<file path="src/rtl/serial_pattern_tx_pkg.sv">
//------------------------------------------------------------------------------
// Module : serial_pattern_tx_pkg
// Brief  : State encodings shared by the serial transmit/receive blocks.
// Rev    : 1.0  initial release
//------------------------------------------------------------------------------
`default_nettype none

package serial_pattern_tx_pkg;

  localparam int c_state_w = 2;

  typedef enum logic [c_state_w-1:0] {
    ST_IDLE   = 2'd0,
    ST_SHIFT  = 2'd1,
    ST_PARITY = 2'd2,
    ST_DONE   = 2'd3
  } tx_state_t;

endpackage

`default_nettype wire

</file>
<file path="src/rtl/serial_pattern_tx.sv">
//------------------------------------------------------------------------------
// Module : serial_pattern_tx
// Brief  : Loads a parallel pattern and shifts it out LSB first on x, with
//          start/busy/done handshake. Define SERIAL_PATTERN_TX_PARITY_EN to
//          append one even-parity bit after the data bits.
// Rev    : 1.0  initial release
//------------------------------------------------------------------------------
`default_nettype none

module serial_pattern_tx
  import serial_pattern_tx_pkg::*;
#(
  parameter int WIDTH = 8,
  parameter int LEN_W = 4
) (
  input  logic             clk,
  input  logic             rst,
  input  logic             start,
  input  logic [WIDTH-1:0] pattern,
  input  logic [LEN_W-1:0] len,
  output logic             x,
  output logic             valid,
  output logic             busy,
  output logic             done
);

  localparam logic [LEN_W-1:0] c_width = LEN_W'(WIDTH);
  localparam logic [LEN_W-1:0] c_one   = LEN_W'(1);

  tx_state_t        r_state;
  tx_state_t        w_next_state;
  logic [WIDTH-1:0] r_shreg;
  logic [LEN_W-1:0] r_bitcnt;
  logic [LEN_W-1:0] w_len_clamped;
  logic             w_accept;
  logic             w_x;
  logic             w_valid;
  logic             w_busy;
  logic             w_done;
`ifdef SERIAL_PATTERN_TX_PARITY_EN
  logic             r_parity;
`endif

  assign w_len_clamped = (len > c_width) ? c_width : len;

  // State register
  always_ff @(posedge clk or posedge rst) begin
    if (rst) begin
      r_state <= ST_IDLE;
    end else begin
      r_state <= w_next_state;
    end
  end

  // Next-state and output decode; outputs depend only on registers
  always_comb begin
    w_next_state = r_state;
    w_accept     = 1'b0;
    w_x          = 1'b0;
    w_valid      = 1'b0;
    w_busy       = 1'b0;
    w_done       = 1'b0;
    case (r_state)
      ST_IDLE: begin
        if (start && (len != '0)) begin
          w_accept     = 1'b1;
          w_next_state = ST_SHIFT;
        end
      end
      ST_SHIFT: begin
        w_x     = r_shreg[0];
        w_valid = 1'b1;
        w_busy  = 1'b1;
        if (r_bitcnt == c_one) begin
`ifdef SERIAL_PATTERN_TX_PARITY_EN
          w_next_state = ST_PARITY;
`else
          w_next_state = ST_DONE;
`endif
        end
      end
`ifdef SERIAL_PATTERN_TX_PARITY_EN
      ST_PARITY: begin
        w_x          = r_parity;
        w_valid      = 1'b1;
        w_busy       = 1'b1;
        w_next_state = ST_DONE;
      end
`endif
      ST_DONE: begin
        w_done       = 1'b1;
        w_next_state = ST_IDLE;
      end
      default: begin
        w_next_state = ST_IDLE;
      end
    endcase
  end

  // PISO shift register, bit down-counter and running parity
  always_ff @(posedge clk or posedge rst) begin
    if (rst) begin
      r_shreg  <= '0;
      r_bitcnt <= '0;
`ifdef SERIAL_PATTERN_TX_PARITY_EN
      r_parity <= 1'b0;
`endif
    end else if (w_accept) begin
      r_shreg  <= pattern;
      r_bitcnt <= w_len_clamped;
`ifdef SERIAL_PATTERN_TX_PARITY_EN
      r_parity <= 1'b0;
`endif
    end else if (r_state == ST_SHIFT) begin
      r_shreg  <= r_shreg >> 1;
      r_bitcnt <= r_bitcnt - c_one;
`ifdef SERIAL_PATTERN_TX_PARITY_EN
      r_parity <= r_parity ^ r_shreg[0];
`endif
    end
  end

  assign x     = w_x;
  assign valid = w_valid;
  assign busy  = w_busy;
  assign done  = w_done;

endmodule

`default_nettype wire

</file>
<file path="config.mk">
export PLATFORM = sky130hd
export DESIGN_NAME = serial_pattern_tx
export DESIGN_NICKNAME = d
export VERILOG_FILES = /design/src/rtl/serial_pattern_tx_pkg.sv /design/src/rtl/serial_pattern_tx.sv
export SDC_FILE = /design/constraint.sdc
export NUM_CORES = 1
export LEC_CHECK = 0
export BUFFER_PORTS_ARGS = -buffer_cell sky130_fd_sc_hd__buf_4
export CAP_MARGIN = 40
export CORE_MARGIN = 2
export CORE_UTILIZATION = 40
export CTS_CLUSTER_DIAMETER = 120
export CTS_CLUSTER_SIZE = 30
export DETAILED_ROUTE_END_ITERATION = 8
export PLACE_DENSITY = 0.7
export SLEW_MARGIN = 25
export SYNTH_ARGS = -nofsm -noshare
export SYNTH_HDL_FRONTEND = slang
export SYNTH_SLANG_ARGS = --single-unit
export TNS_END_PERCENT = 20
</file>
<file path="constraint.sdc">
create_clock -name clk -period 1.96 [get_ports clk]
set_input_delay 0.098 -clock clk [delete_from_list [all_inputs] [get_ports clk]]
set_output_delay 0.098 -clock clk [all_outputs]
set_load 0.05 [all_outputs]
</file>
Word level (Yosys, flattened, before mapping)
Index checks and enable logic that the tools add are counted.
{"block": "totals", "regBits": 14, "input_bits": 15, "output_inout_bits": 4, "word_cells": 28}
{"block": "classes", "n_addsub": 1, "order_cmp": 1, "n_eq_ne": 5, "muxes": 13, "reduce_logical": 5}
{"operator": "$mux 8", "count": 2}
{"operator": "$mux 4", "count": 3}
{"operator": "$mux 1", "count": 5}
{"operator": "$eq 4x1->1 const B", "count": 1}
{"operator": "$gt 4x4->1 const B", "count": 1}
{"operator": "$mux 2", "count": 2}
{"operator": "$ne 2x2->1 const B", "count": 2}
{"operator": "$pmux 2 s2", "count": 1}
{"operator": "$reduce_bool 4->1", "count": 1}
{"operator": "$sub 4x1->4 const B", "count": 1}
{"operator": "$eq 2x1->1 const B", "count": 1}
{"operator": "$eq 2x2->1 const B", "count": 1}
{"operator": "$logic_not 2->1", "count": 1}
{"operator": "$reduce_and 2->1", "count": 1}
{"operator": "$reduce_bool 2->1", "count": 1}
{"operator": "$logic_and 1x1->1", "count": 1}

Longest topological paths before layout
Gate-level depths: netlist (run 1).
{"block": "logic_depth", "depth_word": 5, "depth_mapped": 5, "depth_no_buf": 5}

Worst setup path after synthesis (run 1)
No wires, ideal clock.
{"block": "synth_path", "path_kind": "reg2out", "startpoint": "reg r_state[1]", "endpoint": "out x", "arrival_ps": 1862, "required_ps": 1862, "slack_ps": 0, "stages_incl_launch_ff": 5, "n_path_buf": 1, "cell_sequence": "dfrtp_1 -> nand2b_1 -> inv_1 -> clkbuf_1 -> and2_1"}
{"block": "synth_between", "elab_chain_len": 2}
{"element": "start, declared", "line": "serial_pattern_tx.sv:30", "text": "tx_state_t r_state;"}
{"element": "start signal, assigned", "line": "serial_pattern_tx.sv:51", "text": "r_state <= w_next_state;"}
{"element": "$eq 2x1->1", "line": "serial_pattern_tx.sv:63", "text": "case (r_state)"}
{"element": "$mux 1", "line": "serial_pattern_tx.sv:63"}
{"element": "end, declared", "line": "serial_pattern_tx.sv:21", "text": "output logic x,"}
No other way between the ends.

Worst setup path in the final report (run 1)
Same ends and word-level chain as after synthesis.

==> results of run 1 <==
what timing repair did:
action / in CTS / in global routing
hold buffers: 1 / 0
hold endpoints to repair: 14 / 0
buffers inserted: 0 / 0
per-layer routing:
| metal | global-route usage | share of wire |
|---|---|---|
| met5 | 0 | 0 |
| met4 | 0.0333 | 0.0077 |
| met2 | 0.244 | 0.49 |
| met1 | 0.217 | 0.45 |
| met3 | 0.0577 | 0.052 |
cell usage after synthesis:
cell type | n | area [sq um]
nor4b_1 | 1 | 8.76
buf_4 | 2 | 15.0
and3_1 | 7 | 43.8
and2_1 | 2 | 12.5
dfrtp_1 | 14 | 350
a21oi_1 | 1 | 5.00
a211o_1 | 1 | 8.76
o21ai_0 | 2 | 10.0
and2b_2 | 1 | 8.76
nor3_1 | 1 | 5.00
a21oi_2 | 1 | 8.76
a221o_1 | 8 | 80.1
a221o_2 | 1 | 11.3
buf_6 | 1 | 11.3
mux2i_1 | 1 | 10.0
and3b_2 | 1 | 10.0
xnor2_1 | 1 | 8.76
or4_4 | 1 | 11.3
nor3b_1 | 1 | 7.51
nand3b_1 | 2 | 15.0
nor2_1 | 1 | 3.75
clkbuf_1 | 2 | 7.51
or3b_2 | 1 | 8.76
nand2b_1 | 3 | 18.8
inv_1 | 5 | 18.8
and2_4 | 1 | 8.76
nand2_1 | 1 | 3.75
ha_1 | 2 | 25.0
nand3_1 | 1 | 5.00
cell type report:
class,count,share of cell area
Clock buffer,3,0.0246
Inverter,5,0.0205
Multi-Input combinational cell,43,0.371
Sequential cell,14,0.383
Tap cell,25,0.0342
Timing Repair Buffer,20,0.167
through the flow:
stage / util / worst slack (ns) / hold slack (ns)
global placement: 0.511 / 0.340 / 0.172
detailed placement: 0.511 / 0.303 / 0.173
CTS: 0.530 / 0.207 / 0.0707
global route: 0.530 / 0.0896 / 0.0881
finish: 0.530 / 0.199 / 0.0660
floorplan: - / 0.000400 / -0.0128
state kept, by name, summed over array words and instances (netlist names):
| signal | cells |
|---|---|
| r_state | 2 |
| r_bitcnt | 4 |
| r_shreg | 8 |
power by group:
| group | internal [W] | switching [W] |
|---|---|---|
| clock | 0.0000711 | 0.0000831 |
| sequential | 0.000419 | 0.000102 |
| combinational | 0.000331 | 0.000426 |
final timing paths:
| check | to | slack, ns |
|---|---|---|
| max | x | 0.20 |
| min | r_shreg[7] | 0.07 |
| max reg2reg | r_bitcnt[3] | 0.29 |
| min reg2reg | r_state[1] | 0.51 |
| max in group asynchronous | r_bitcnt[2] | 1.19 |
| min in group asynchronous | r_state[0] | 0.42 |
worst max-delay path: stages (launching register included):
cell	delay [ns]
dfrtp_1	0.41
nand2b_1	0.25
inv_1	0.36
and2_1	0.18
buf_4	0.19
kinds of logic after synthesis:
family / after synthesis / share of synthesized area
simple gates: 25 / 0.231
buf+inv: 10 / 0.0708
xor+xnor: 1 / 0.0118
fa+ha+maj: 2 / 0.0337
flops: 14 / 0.472
mux: 1 / 0.0135
compound gates: 14 / 0.167
placed cells by master (no fill, tap or decap), drive strengths merged, types with 2 or more instances in the layout:
cell type and count:
and3 7, nand3b 2, dfrtp 14, inv 5
a221o 9, a21oi 2, o21ai 2, and2 3
ha 2, nand2b 3, buf 19, clkbuf 3
==> results.cfg, run 1 <==
[worst_setup_path]
worst_r2r_path_depth = 4
worst-endpoint-arrival_ns = 1.66
startpoint_of_the_most_critical_register_to_register_path = r_state[1]
timing.setup.critical_path_class = reg2out
cp-startpoint = r_state[1]
cp.required_ns = 1.86
crit_start_category = register
timing.critical_path.to_type = primary output
crit_path_max_fanout = 12

[die]
std_cell_rows = 15
chipHeight_microns = 47.1
initial_core_utilization = 0.430
fp.coreArea_sq_um = 1730
ios = 19
design.die.area_sq_um = 2220
die-width_microns = 47.1

[place]
placement.cell_area_sq_um = 882
dp_cells = 106
detailed_place_hpwl_mm = 1.13
port_buffers = 18
place_congestion = 0.782

[cells_and_area]
layoutNonFillerInstCount = 110
num-nets-final = 104
antenna-diode-count = 0
areaGrowthSynthToFinish_pct = 23.3
num-fill-cells = 170
drive_above_1_share = 0.341
area.sequential_sq_um = 350
multi_input_area_sq_um = 339
postLayoutCellArea_sq_um = 915

[timing]
clock.fmax_ghz = 0.568
timing.final.max_slew_violations = 0
fin_crit_ns = 1.76
finClkSkew_ns = 0.000833
timing.slew.headroom = 0.645
finalSetupTns_ns = 0
rsz0062_at_grt = false
setup_viol = 0
layout_worst_path_cycle_share = 0.899
tightest_slew_ns = 0.532
timing.final.hold_violations = 0

[logic_synthesis]
proportion_of_synthesized_chip_area_in_sequential_cells = 0.472
postSynthNetCount = 84
synth_area_per_cell_sq_um = 11.1
syn_inst = 67
synth.distinct_cells = 29
yosys_warnings = 0
number_of_synthesized_register_bits = 14
synthesis.area_sq_um = 742

[cts]
clock_buffers_created_by_tritoncts = 3
cts.clk_slew.worst_paths_ns = 0.07
cts.root.buffer_cell = clkbuf_4
clock_insertion_delay_worst_skew_ns = 0.27
cts.path.max_buffers = 2
tritoncts_clock_tree = yes
post_cts_resized = 0
h-tree-depth = 1
numClockSinks = 14

[min_path]
hold_path.class = in2reg
hold-path-cell-count = 3
worst_hold_startpoint = pattern[7]

[global_route]
grt_pass1_wl_mm = 2.42
grt_overflow = 0
grt_pass1_vias = 534
track_usage = 0.159
grt_max_degree = 15
antenna_found_initial = 0

[detailed_routing]
post-route-drc-count = 0
routed_via_density = 5.23
first_drt_iteration_drcs = 14
vias = 575
final_antenna_net_count = 0
detailedRoute.firstPassIterationCount = 4
post_drt_wl_per_cell_microns = 14.1
final_routed_wirelength_mm = 1.55

[power]
vdd_drop_max_mv = 0.732
power.leakage_nw = 0.460
design_power_total_w = 0.00143
p_per_area_nw_per_um2 = 1570

[outcome]
run_status = completed

[job]
max_capacitance_violation_total = 0
Power figures use the tool's default switching activity.
==> inputs of run 2 (changes only) <==
--- a/config.mk
+++ b/config.mk
@@ -8,11 +8,11 @@
 export BUFFER_PORTS_ARGS = -buffer_cell sky130_fd_sc_hd__buf_4
 export CAP_MARGIN = 40
 export CORE_MARGIN = 2
-export CORE_UTILIZATION = 40
+export CORE_UTILIZATION = 39
 export CTS_CLUSTER_DIAMETER = 120
 export CTS_CLUSTER_SIZE = 30
 export DETAILED_ROUTE_END_ITERATION = 8
-export PLACE_DENSITY = 0.7
+export PLACE_DENSITY = 0.69
 export SLEW_MARGIN = 25
 export SYNTH_ARGS = -nofsm -noshare
 export SYNTH_HDL_FRONTEND = slang
==> constraint.sdc (replaced) <==
create_clock -name clk -period 2.3 [get_ports clk]
set_input_delay 0.115 -clock clk [delete_from_list [all_inputs] [get_ports clk]]
set_output_delay 0.115 -clock clk [all_outputs]
set_load 0.05 [all_outputs]
==> results.cfg, run 2 (synthesis gave the netlist of run 1 again) <==
[worst_setup_path]
r2r_setup_slack_ns = 0.68
worst-endpoint-arrival_ns = 1.62
worstSetupEndpoint = x
crit_path_max_fanout = 12
startpoint_of_the_most_critical_register_to_register_path = r_state[1]
worst_r2r_path_depth = 4
cp-startpoint = r_state[1]
timing.setup.critical_path_class = reg2out
r2r_end = r_bitcnt[3]
crit_start_category = register
cp.required_ns = 2.18
timing.critical_path.to_type = primary output

[timing]
finalSetupTns_ns = 0
clock.fmax_ghz = 0.576
timing.final.max_slew_violations = 0
timing.slew.headroom = 0.637
fin_crit_ns = 1.74
timing.final.hold_violations = 0
layout_worst_path_cycle_share = 0.755
rsz0062_at_grt = false
finClkSkew_ns = 0.00765
setup_viol = 0
tightest_slew_ns = 0.544

[cts]
cts_setup_buffers = 0
cts.path.max_buffers = 2
cts.hold.buffers_added = 1
tritoncts_clock_tree = yes
numClockSinks = 14
cts.clk_slew.worst_paths_ns = 0.09
clock_buffers_created_by_tritoncts = 3
clock_insertion_delay_worst_skew_ns = 0.28
h-tree-depth = 1
cts.root.buffer_cell = clkbuf_4
post_cts_resized = 0

[place]
detailed_place_hpwl_mm = 1.13
port_buffers = 18
place_congestion = 0.832
dp_cells = 106

[die]
fp.coreArea_sq_um = 1760
ios = 19
die-width_microns = 47.6
design.die.area_sq_um = 2270
initial_core_utilization = 0.421
chipHeight_microns = 47.6
std_cell_rows = 15

[power]
p_per_area_nw_per_um2 = 1360
power_report.internal_total_w = 0.000735
switching_pwr_w = 0.000523
power_frac_clock = 0.143
power.leakage_nw = 0.467
seq_pwr_share = 0.355
power.combinational.fraction = 0.502
power.switching_fraction = 0.416
vdd_drop_max_mv = 0.529
design_power_total_w = 0.00126

[detailed_routing]
routed_via_density = 5.35
final_antenna_net_count = 0
post-route-drc-count = 0
vias = 594
final_routed_wirelength_mm = 1.56
first_drt_iteration_drcs = 13
detailedRoute.firstPassIterationCount = 6
post_drt_wl_per_cell_microns = 14.0

[global_route]
grt_pass1_vias = 514
grt_max_degree = 15
grt_pass1_wl_mm = 2.32
antenna_found_initial = 0
grt_overflow = 0
track_usage = 0.149

[cells_and_area]
drive_above_1_share = 0.349
areaGrowthSynthToFinish_pct = 25.1
antenna-diode-count = 0
largest_reg_flops = 8
reg_top3 = r_shreg x8, r_bitcnt x4, r_state x2
num-nets-final = 104
final_common_cell = buf_4
num-fill-cells = 162
layout_common_cells = buf_4 (19), dfrtp_1 (14), a221o_1 (8)
top_register = r_shreg
layoutNonFillerInstCount = 111

[job]
max_capacitance_violation_total = 0

[min_path]
hold_path.class = in2reg

[outcome]
run_status = completed
run 2: power by group through the flow:
stage / Combinational [W] / Clock, W / Sequential, W
after floorplan: 0.000529 / 0 / 0.000420
after CTS: 0.000641 / 0.000182 / 0.000443
after global placement: 0.000623 / 0 / 0.000448
after detailed placement: 0.000640 / 0 / 0.000447
final: 0.000632 / 0.000180 / 0.000446
after global routing: 0.000693 / 0.000195 / 0.000457
run 2: area by class of cell:
class                      instances  area [sq um]  share of cell area
tap                               25          31.3              0.0337
inverter                           5          18.8              0.0202
clock buffer                       4          36.3              0.0391
timing repair buffer              20           153               0.164
sequential                        14           350               0.377
multi-input combinational         43           339               0.365
run 2: layer usage:
layer | up-vias | wire length [microns] | track usage
met5 | - | 0 | 0
met4 | 0 | 30 | 0.0973
met3 | 4 | 71 | 0.0302
met2 | 14 | 756 | 0.227
met1 | 293 | 697 | 0.192
li1 | 283 | - | -
run 2: stage by stage:
stage	utilization	instance area [sq um]	hold slack (ns)	setup WS, ns
detailed placement	0.500	882	0.212	0.682
global route	0.526	928	0.0908	0.464
CTS	0.526	928	0.0748	0.554
global placement	0.500	882	0.199	0.705
finish	0.526	928	0.0746	0.563
floorplan	-	742	0.00422	0.323
run 2: how the worst min path moves through the flow:
| stage | endpoint | slack, ns | cells past startpoint | from |
|---|---|---|---|---|
| final | r_shreg[7] | 0.07 | 3 | pattern[7] |
| after global routing | r_bitcnt[0] | 0.09 | 3 | len[0] |
| after CTS | r_shreg[7] | 0.07 | 3 | pattern[7] |
| after detailed placement | r_state[1] | 0.21 | 2 | rst |
| after global placement | r_bitcnt[0] | 0.20 | 2 | rst |
| after floorplan | r_bitcnt[0] | 0.004 | 1 | rst |
run 2: critical path: stages, from the launching register on:
cell	delay, ns
dfrtp_1	0.42
nand2b_1	0.23
inv_1	0.33
and2_1	0.18
buf_4	0.19
